==> src/rtl/i8080_rx_capture_pkg.sv <==
// Shared types and constants for the i8080 receive/capture slice.
package i8080_pkg;

  localparam int BUS_W = 16;

  localparam logic [7:0] CMD_CASET = 8'h2A;
  localparam logic [7:0] CMD_PASET = 8'h2B;
  localparam logic [7:0] CMD_RAMWR = 8'h2C;

  typedef enum logic [1:0] {
    ST_IDLE  = 2'd0,
    ST_CASET = 2'd1,
    ST_PASET = 2'd2,
    ST_RAMWR = 2'd3
  } state_t;

  // Counter increment that sticks at all-ones.
  function automatic logic [15:0] sat_inc16(input logic [15:0] v);
    return (v == 16'hFFFF) ? v : v + 16'd1;
  endfunction

endpackage

==> src/rtl/i8080_rx_capture_if.sv <==
// i8080 (DBI) parallel write bus as seen by the host (master) and the receiver (slave).
interface i8080_rx_capture_if;
  import i8080_pkg::*;

  logic             I80_CS_N;
  logic             I80_WR_N;
  logic             I80_RS;
  logic [BUS_W-1:0] I80_D;

  modport master (output I80_CS_N, output I80_WR_N, output I80_RS, output I80_D);
  modport slave  (input  I80_CS_N, input  I80_WR_N, input  I80_RS, input  I80_D);

endinterface

==> src/rtl/i8080_bus_sync.sv <==
// Synchroniser chain for the asynchronous i8080 pins plus WR_N rising-edge detect.
module i8080_bus_sync
  import i8080_pkg::*;
#(
  parameter int SYNC_STAGES = 2
) (
  input  logic             clk,
  input  logic             rst,
  input  logic             cs_n,
  input  logic             wr_n,
  input  logic             rs,
  input  logic [BUS_W-1:0] d,
  output logic             wr_evt,
  output logic             rs_s,
  output logic [BUS_W-1:0] d_s,
  output logic             cs_s
);

  logic [SYNC_STAGES-1:0] cs_q;
  logic [SYNC_STAGES-1:0] wr_q;
  logic [SYNC_STAGES-1:0] rs_q;
  logic [BUS_W-1:0]       d_q [SYNC_STAGES];
  logic                   wr_prev;

  // Shift every pin through the flop chain; reset parks the bus at its idle levels.
  always_ff @(posedge clk) begin
    if (rst) begin
      cs_q    <= '1;
      wr_q    <= '1;
      rs_q    <= '0;
      wr_prev <= 1'b1;
      for (int i = 0; i < SYNC_STAGES; i++) d_q[i] <= '0;
    end else begin
      cs_q    <= {cs_q[SYNC_STAGES-2:0], cs_n};
      wr_q    <= {wr_q[SYNC_STAGES-2:0], wr_n};
      rs_q    <= {rs_q[SYNC_STAGES-2:0], rs};
      wr_prev <= wr_q[SYNC_STAGES-1];
      d_q[0]  <= d;
      for (int i = 1; i < SYNC_STAGES; i++) d_q[i] <= d_q[i-1];
    end
  end

  // Synchronised views; wr_evt is the bare WR_N low-to-high edge, cs qualification is left to the caller.
  always_comb begin
    cs_s   = cs_q[SYNC_STAGES-1];
    rs_s   = rs_q[SYNC_STAGES-1];
    d_s    = d_q[SYNC_STAGES-1];
    wr_evt = ~wr_prev & wr_q[SYNC_STAGES-1];
  end

endmodule

==> src/rtl/i8080_rx_capture.sv <==
// i8080 write-bus receiver: decodes CASET/PASET/RAMWR, tracks the write cursor, pushes RGB565 pixels.
//
//  state    | meaning
//  ST_IDLE  | no active command, data writes ignored
//  ST_CASET | collecting XS/XE bytes, P selects the byte
//  ST_PASET | collecting YS/YE bytes, P selects the byte
//  ST_RAMWR | data writes are pixels at the cursor
module i8080_rx_capture
  import i8080_pkg::*;
#(
  parameter int         SYNC_STAGES = 2,
  parameter int         H_RES       = 800,
  parameter int         V_RES       = 480,
  parameter logic [7:0] CMD_CASET   = i8080_pkg::CMD_CASET,
  parameter logic [7:0] CMD_PASET   = i8080_pkg::CMD_PASET,
  parameter logic [7:0] CMD_RAMWR   = i8080_pkg::CMD_RAMWR
) (
  input  logic                CLK,
  input  logic                RST,
  i8080_rx_capture_if.slave   i80,
  output logic                FIFO_WE,
  output logic [BUS_W-1:0]    FIFO_WDATA,
  input  logic                FIFO_FULL,
  output logic                FRAME_START,
  output logic [15:0]         OVF_CNT,
  output logic [15:0]         CUR_X,
  output logic [15:0]         CUR_Y
);

  localparam logic [15:0] XE_RST = 16'(H_RES - 1);
  localparam logic [15:0] YE_RST = 16'(V_RES - 1);

  logic             wr_edge, rs_s, cs_s, evt;
  logic [BUS_W-1:0] d_s;

  i8080_bus_sync #(.SYNC_STAGES(SYNC_STAGES)) u_sync (
    .clk    (CLK),
    .rst    (RST),
    .cs_n   (i80.I80_CS_N),
    .wr_n   (i80.I80_WR_N),
    .rs     (i80.I80_RS),
    .d      (i80.I80_D),
    .wr_evt (wr_edge),
    .rs_s   (rs_s),
    .d_s    (d_s),
    .cs_s   (cs_s)
  );

  assign evt = wr_edge & ~cs_s;

  state_t      state, state_nxt;
  logic [1:0]  p, p_nxt;
  logic [15:0] xs, xe, ys, ye;
  logic [15:0] xs_nxt, xe_nxt, ys_nxt, ye_nxt;
  logic [15:0] cx_nxt, cy_nxt, ovf_nxt;
  logic [15:0] wdata_nxt;
  logic        we_nxt, fs_nxt;

  // State, window, cursor and output registers.
  always_ff @(posedge CLK) begin
    if (RST) begin
      state       <= ST_IDLE;
      p           <= 2'd0;
      xs          <= 16'd0;
      xe          <= XE_RST;
      ys          <= 16'd0;
      ye          <= YE_RST;
      CUR_X       <= 16'd0;
      CUR_Y       <= 16'd0;
      OVF_CNT     <= 16'd0;
      FIFO_WE     <= 1'b0;
      FIFO_WDATA  <= '0;
      FRAME_START <= 1'b0;
    end else begin
      state       <= state_nxt;
      p           <= p_nxt;
      xs          <= xs_nxt;
      xe          <= xe_nxt;
      ys          <= ys_nxt;
      ye          <= ye_nxt;
      CUR_X       <= cx_nxt;
      CUR_Y       <= cy_nxt;
      OVF_CNT     <= ovf_nxt;
      FIFO_WE     <= we_nxt;
      FIFO_WDATA  <= wdata_nxt;
      FRAME_START <= fs_nxt;
    end
  end

  // Command decode, parameter capture and pixel/cursor handling on each write event.
  always_comb begin
    state_nxt = state;
    p_nxt     = p;
    xs_nxt    = xs;
    xe_nxt    = xe;
    ys_nxt    = ys;
    ye_nxt    = ye;
    cx_nxt    = CUR_X;
    cy_nxt    = CUR_Y;
    ovf_nxt   = OVF_CNT;
    we_nxt    = 1'b0;
    wdata_nxt = FIFO_WDATA;
    fs_nxt    = 1'b0;

    if (evt) begin
      if (!rs_s) begin
        if (d_s[7:0] == CMD_CASET) begin
          state_nxt = ST_CASET;
          p_nxt     = 2'd0;
        end else if (d_s[7:0] == CMD_PASET) begin
          state_nxt = ST_PASET;
          p_nxt     = 2'd0;
        end else if (d_s[7:0] == CMD_RAMWR) begin
          state_nxt = ST_RAMWR;
          cx_nxt    = xs;
          cy_nxt    = ys;
          fs_nxt    = 1'b1;
        end else begin
          state_nxt = ST_IDLE;
        end
      end else begin
        case (state)
          ST_CASET, ST_PASET: begin
            case ({state == ST_PASET, p})
              3'b000: xs_nxt[15:8] = d_s[7:0];
              3'b001: xs_nxt[7:0]  = d_s[7:0];
              3'b010: xe_nxt[15:8] = d_s[7:0];
              3'b011: xe_nxt[7:0]  = d_s[7:0];
              3'b100: ys_nxt[15:8] = d_s[7:0];
              3'b101: ys_nxt[7:0]  = d_s[7:0];
              3'b110: ye_nxt[15:8] = d_s[7:0];
              default: ye_nxt[7:0] = d_s[7:0];
            endcase
            p_nxt = p + 2'd1;
            if (p == 2'd3) state_nxt = ST_IDLE;
          end
          ST_RAMWR: begin
            if (!FIFO_FULL) begin
              we_nxt    = 1'b1;
              wdata_nxt = d_s;
            end else begin
              ovf_nxt = sat_inc16(OVF_CNT);
            end
            if (CUR_X == xe) begin
              cx_nxt = xs;
              cy_nxt = (CUR_Y == ye) ? ys : CUR_Y + 16'd1;
            end else begin
              cx_nxt = CUR_X + 16'd1;
            end
          end
          default: ;
        endcase
      end
    end
  end

endmodule

==> src/flat_wrapper.sv <==
// flat-port wrapper written by rule: the top's interface ports become plain ports
module i8080_rx_capture_flat import i8080_pkg::*;
#(
  parameter int         SYNC_STAGES = 2,
  parameter int         H_RES       = 800,
  parameter int         V_RES       = 480,
  parameter logic [7:0] CMD_CASET   = i8080_pkg::CMD_CASET,
  parameter logic [7:0] CMD_PASET   = i8080_pkg::CMD_PASET,
  parameter logic [7:0] CMD_RAMWR   = i8080_pkg::CMD_RAMWR
)
  (CLK, RST, FIFO_WE, FIFO_WDATA, FIFO_FULL, FRAME_START, OVF_CNT, CUR_X, CUR_Y, i80_I80_CS_N, i80_I80_WR_N, i80_I80_RS, i80_I80_D);
  i8080_rx_capture_if i80_i ();
  input  logic CLK;
  input  logic RST;
  output logic FIFO_WE;
  output logic [BUS_W-1:0] FIFO_WDATA;
  input  logic FIFO_FULL;
  output logic FRAME_START;
  output logic [15:0] OVF_CNT;
  output logic [15:0] CUR_X;
  output logic [15:0] CUR_Y;
  input wire logic [$bits(i80_i.I80_CS_N)-1:0] i80_I80_CS_N;
  input wire logic [$bits(i80_i.I80_WR_N)-1:0] i80_I80_WR_N;
  input wire logic [$bits(i80_i.I80_RS)-1:0] i80_I80_RS;
  input wire logic [$bits(i80_i.I80_D)-1:0] i80_I80_D;
  assign i80_i.I80_CS_N = i80_I80_CS_N;
  assign i80_i.I80_WR_N = i80_I80_WR_N;
  assign i80_i.I80_RS = i80_I80_RS;
  assign i80_i.I80_D = i80_I80_D;
  i8080_rx_capture #(.SYNC_STAGES(SYNC_STAGES), .H_RES(H_RES), .V_RES(V_RES), .CMD_CASET(CMD_CASET), .CMD_PASET(CMD_PASET), .CMD_RAMWR(CMD_RAMWR)) u_core (.CLK(CLK), .RST(RST), .i80(i80_i), .FIFO_WE(FIFO_WE), .FIFO_WDATA(FIFO_WDATA), .FIFO_FULL(FIFO_FULL), .FRAME_START(FRAME_START), .OVF_CNT(OVF_CNT), .CUR_X(CUR_X), .CUR_Y(CUR_Y));
endmodule
==> config.mk <==
export PLATFORM = sky130hd
export DESIGN_NAME = i8080_rx_capture_flat
export DESIGN_NICKNAME = d
export VERILOG_FILES = /design/src/rtl/i8080_rx_capture_pkg.sv /design/src/rtl/i8080_rx_capture_if.sv /design/src/rtl/i8080_bus_sync.sv /design/src/rtl/i8080_rx_capture.sv /design/src/flat_wrapper.sv
export SDC_FILE = /design/constraint.sdc
export NUM_CORES = 1
export LEC_CHECK = 0
export CAP_MARGIN = 0
export CORE_ASPECT_RATIO = 0.5
export CORE_UTILIZATION = 56
export CTS_CLUSTER_SIZE = 12
export DETAILED_ROUTE_END_ITERATION = 12
export PLACE_DENSITY = 0.87
export SLEW_MARGIN = 20
export SYNTH_ARGS = -nofsm -noshare
export SYNTH_HDL_FRONTEND = slang
export SYNTH_SLANG_ARGS = --single-unit
==> constraint.sdc <==
create_clock -name CLK -period 2.9 [get_ports CLK]
set_input_delay 0.58 -clock CLK [delete_from_list [all_inputs] [get_ports CLK]]
set_output_delay 0.58 -clock CLK [all_outputs]
set_load 0.005 [all_outputs]
======== Word-level counts from Yosys, hierarchy flattened ========
Memory sizes are Yosys's and may differ from the RTL's.
Cells that the tools add are included.
storage, ports and cells
  bits in registers ....................... 141
  input bits .............................. 22
  memories ................................ 1
  word-level logic and storage cells ...... 110
  RAM bits ................................ 32
  output and inout bits ................... 66
cells by class
  eq/ne operators ......................... 22
  multiplexer cells ....................... 30
  reductions and logical operators ........ 21
  bitwise logic cells ..................... 12
  add/sub/neg operators ................... 4
memories
  memory             depth  width  rd ports  clocked after Yosys merged registers in  write ports  line                  text
  u_core.u_sync.d_q  2      16     2         0                                        2            i8080_bus_sync.sv:22  logic [BUS_W-1:0] d_q [SYNC_STAGES];
operators with widths
  kind                                                                      number
  16-bit 2-to-1 mux                                                         15
  16-bit by 1-bit adder with 16-bit output (second input constant)          3
  4-bit AND reduction                                                       9
  16-bit == test                                                            2
  8-bit by 6-bit == test with 1-bit output (second input constant)          3
  2-bit 2-to-1 mux                                                          10
  16-bit == test (second input constant)                                    1
  5-bit AND reduction                                                       2
  3-bit == test (second input constant)                                     3
  2-bit by 1-bit inequality test with 1-bit output (second input constant)  4
  1-bit NOT                                                                 8
  7-bit OR reduction                                                        1
  2-bit == test (second input constant)                                     3
  3-bit by 2-bit == test with 1-bit output (second input constant)          2
  3-bit AND reduction                                                       2
  6-bit AND reduction                                                       1
  1-bit 2-to-1 mux                                                          5
  5-bit OR reduction                                                        1
  2-bit inequality test (second input constant)                             2
  4-bit OR reduction                                                        1
  3-bit by 1-bit == test with 1-bit output (second input constant)          1
  3-bit zero test                                                           1
  3-bit nonzero test                                                        1
  2-bit by 1-bit adder with 2-bit output (second input constant)            1
  5 further kinds                                                           7

======== Depth between registers and ports, before layout ========
  depth in word-level cells ............... 5
  mapped depth ............................ 8
  depth with buffers taken out ............ 6

======== Cells and area by module ========
From an unflattened synthesis, not the netlist that was laid out.
second synthesis, totals
  cell total of the unflattened synthesis .. 850
  area, all modules ....................... 7449.6 µm²
modules (own cells, without submodules)
  module            instances  cells an instance  area an instance (µm²)
  i8080_rx_capture  1          751                6261.0
  i8080_bus_sync    1          99                 1188.6

======== Least setup slack after synthesis ========
Ideal clock, no wire load.
  path type ............................... reg-to-reg
  start point ............................. memory u_core.u_sync.d_q[1][6], in the netlist u_core.u_sync.d_q[0][22]
  end point ............................... register u_core.CUR_X[12]
  setup slack ............................. 808 ps
  buffers on the path ..................... 1
  period minus slack after synthesis ...... 2092 ps
  stages on the path, launching flop included .. 7
  arrival time ............................ 2018 ps
  data required time ...................... 2826 ps
  library setup time ...................... 74 ps
  cells stage by stage .................... dfxtp_1 buf_2 or4b_4 o31ai_4 nand2_2 or4_1 a31oi_1
RTL lines
  what                    line                    text
  start: declaration      i8080_bus_sync.sv:22
  end signal: assignment  i8080_rx_capture.sv:81  CUR_X <= cx_nxt;
  end: declaration        i8080_rx_capture.sv:26  output logic [15:0] CUR_X,

==> impl_results.md <==
* Status: complete, but fails checks
* Failing checks: DRC
* Clk Latency, worst-skew pair at around 0.43 ns
* GRT Overall Usage at between 20% and 30%
* Slew Limit Fails at 0
* Top fanout value on the critical path at 12
* Mapped Nets at 878
* Seq/Total Area, Yosys at roughly 46%
* Final Hold Fails at 0
* WL/cell at around 18 um
* Setup repair bufs after CTS at 0
* Commonest cells post-synth: dfxtp_1 (173), nand2_1 (107), nand3_1 (65), a21oi_1 (55), clkbuf_1 (53)
* GP Congestion at ~0.9
* Vias in the first global route at just over 6k
* CP arrival at a little under 3 ns
* CTS Hold Buffers Added at 0
* Syn_area_per_cell at between 8 and 9 sq um
* Core ar. at about 0.013 sq mm
* Post-cts gate resize count at 0
* Post-synth EDFFs at 0
* Clock sinks at ~170
* Fmax at around 0.37 GHz
* Area Growth Syn to Fin at 21.4%
* Final #Nets at about 940
* I/O Pins at 88
* Pwr per Cell Area at around 530 mW/mm^2
* Top cells by area, synth: dfxtp_1 (46%), mux2i_1 (6.0%), nand2_1 (5.3%), nand3_1 (4.3%), xnor2_1 (4.3%)
* Total CTS buffers at 17
* FF+latch count, synth at roughly 170
* Setup TNS at 0 ns
* Initial core utilization at a little under 60%
* Gate count of the mapped netlist at ~850
* Top-count cell post-synth: dfxtp_1
* Dominant synthesized flop cell: dfxtp_1
* Largest net degree at the start of global routing at approximately 110
* Final wirelength at about 19 mm
* Global-route wire length before repair at about 31 mm
* Critical Path Start Type: flop
* Synth top area share at a little under half
* Critical-path cell list: or3b_2 -> o31a_1 -> nor2_4 -> nand3_1 -> o32ai_1
* CP endpoint kind: flop
* DRC errors left at 4
* Hold slack at between 0.4 and 0.5 ns
* Post-placement cell area at ~0.0085 sq mm
* Final setup fails at 0
* Distinct cell type count of the synthesized netlist at between 50 and 60
* Critical Path Max Stage Delay at approximately 0.60 ns
* Part of the cycle the worst path needs at 92.0%
* Die X-Extent at 166 um
* Non-Filler Cell Area, Final at 0.00913 sq mm
* Area leader, netlist: dfxtp_1
* Drt first pass iters at 11
* # diodes at 0
* Die area at approximately 0.014 sq mm
* IO Port Bufs at 87
* RSZ-0062 raised after global routing: false
* Synth Warn # at 0
* CP Buf/Inv Count at 0
* Dpl hpwl at about 13 mm
* FILL cells at around 900
* TritonCTS clock tree: done
* Drt initial violations at roughly 750
* Crit path max-delay family: simple AND/OR/NAND/NOR gates
* Max Cap Viol at 0
* Leak at between 3 and 4 nW
* Period minus WS final at around 2.7 ns
* Total number of vias at around 6.6k
* Global route overflow at 0
* Reg clk slew, reported paths at about 0.070 ns
* Type of the most critical hold path: reg -> reg
* Final Core Density at 70.9%
* Overall power at 4.82 mW
* Worst slew pin tran at around 0.8 ns
* Antenna violations before repair at 0
* DRT antenna net count at 0
* Rel. slew slack at a little under half
* Core Rows at 29
* CP max stage cell: or3b_2
* CTS H-tree depth at 4
* Clock Skew at 0.0110 ns
* Setup Crit Path Kind: reg -> reg
* VDD IR max at 0.361 mV
* Ys async rst share at 0%
* CTS max path bufs at 2
* CTS root buf: clkbuf_16
* Critical Path RT at about 3.2 ns
* Syn Std Cell Area at 0.00752 sq mm
* Layout cell share with drive strength beyond 1 at approximately 8.5%
* Die Ht at 83.9 um
* Via-per-instance ratio at roughly 6.0
registers in the layout, indices dropped and copies added (netlist names):
| signal | cells |
|---|---|
| u_core.u_sync.wr_prev | 1 |
| u_core.xe | 16 |
| u_core.u_sync.wr_q | 2 |
| u_core.state | 2 |
| u_core.FIFO_WE | 1 |
| u_core.u_sync.rs_q | 2 |
| u_core.OVF_CNT | 16 |
| u_core.FIFO_WDATA | 16 |
| u_core.ys | 16 |
| u_core.p | 2 |
| u_core.u_sync.d_q | 32 |
| u_core.ye | 16 |
| u_core.CUR_X | 16 |
| u_core.u_sync.cs_q | 2 |
| u_core.xs | 16 |
| u_core.FRAME_START | 1 |
| u_core.CUR_Y | 16 |
report_power, final:
group	internal [mW]	total, mW	switching, mW
Combinational	0.0620	0.151	0.0886
Sequential	2.40	2.41	0.0105
Clock	1.16	2.26	1.09
Total	3.62	4.82	1.19
worst register-to-register path: cells and delay by family (launching register included):
kind | cells | cell delay (ns)
DFF | 1 | 0.45
and+or+nand+nor | 3 | 1.27
AOI/OAI and AO/OA | 2 | 0.84
worst paths after layout:
check,startpoint,endpoint,slack (ns),depth (start not counted)
setup / recovery,u_core.u_sync.d_q[0][16],u_core.CUR_Y[10],0.23,5
hold / removal,u_core.u_sync.cs_q[0],u_core.u_sync.cs_q[1],0.43,1
setup reg to reg,u_core.u_sync.d_q[0][16],u_core.CUR_Y[10],0.23,5
hold reg to reg,u_core.u_sync.cs_q[0],u_core.u_sync.cs_q[1],0.43,1
placed cells by master, fill, tap and decap left out, types with 14 or more instances in the layout:
| cell type | n |
|---|---|
| buf_4 | 21 |
| nor2_1 | 47 |
| nor2b_1 | 38 |
| dfxtp_1 | 173 |
| inv_1 | 20 |
| clkdlybuf4s50_1 | 86 |
| nand2_1 | 107 |
| a21oi_1 | 55 |
| nand3_1 | 65 |
| mux2i_1 | 45 |
| clkbuf_16 | 17 |
| a211oi_1 | 14 |
| nand4_1 | 17 |
| xnor2_1 | 37 |
metal layers:
layer	wire length, um	track usage [%]
met5	0	0
met1	8270	36.0
met3	1800	5.97
met4	383	11.3
met2	8910	46.1
cell families after synthesis:
logic type	share of synthesized area [%]
DFF	46.1
muxes	6.44
xor gates and xnor gates	5.71
adders and majority gates	1.50
and+or+nand+nor	23.9
AOI/OAI and AO/OA	12.1
buffers and inverters	4.26
per-stage QoR:
step	std cells	setup WS [ns]
after floorplan	847	0.808
after global placement	1064	0.512
after detailed placement	1064	0.387
after CTS	1096	0.332
after global routing	1096	0.208
final	1096	0.233
layout make-up:
| cell class | instances | area, sq um | share of cell area (%) |
|---|---|---|---|
| inverters | 20 | 75.1 | 0.822 |
| clock inverters | 15 | 171 | 1.88 |
| well taps | 170 | 213 | 2.33 |
| repair buffers | 108 | 1040 | 11.4 |
| multi-input cells | 593 | 3740 | 41.0 |
| flip-flops and latches | 173 | 3460 | 37.9 |
| clock buffers | 17 | 425 | 4.66 |
(Power assumes the default switching activity.)
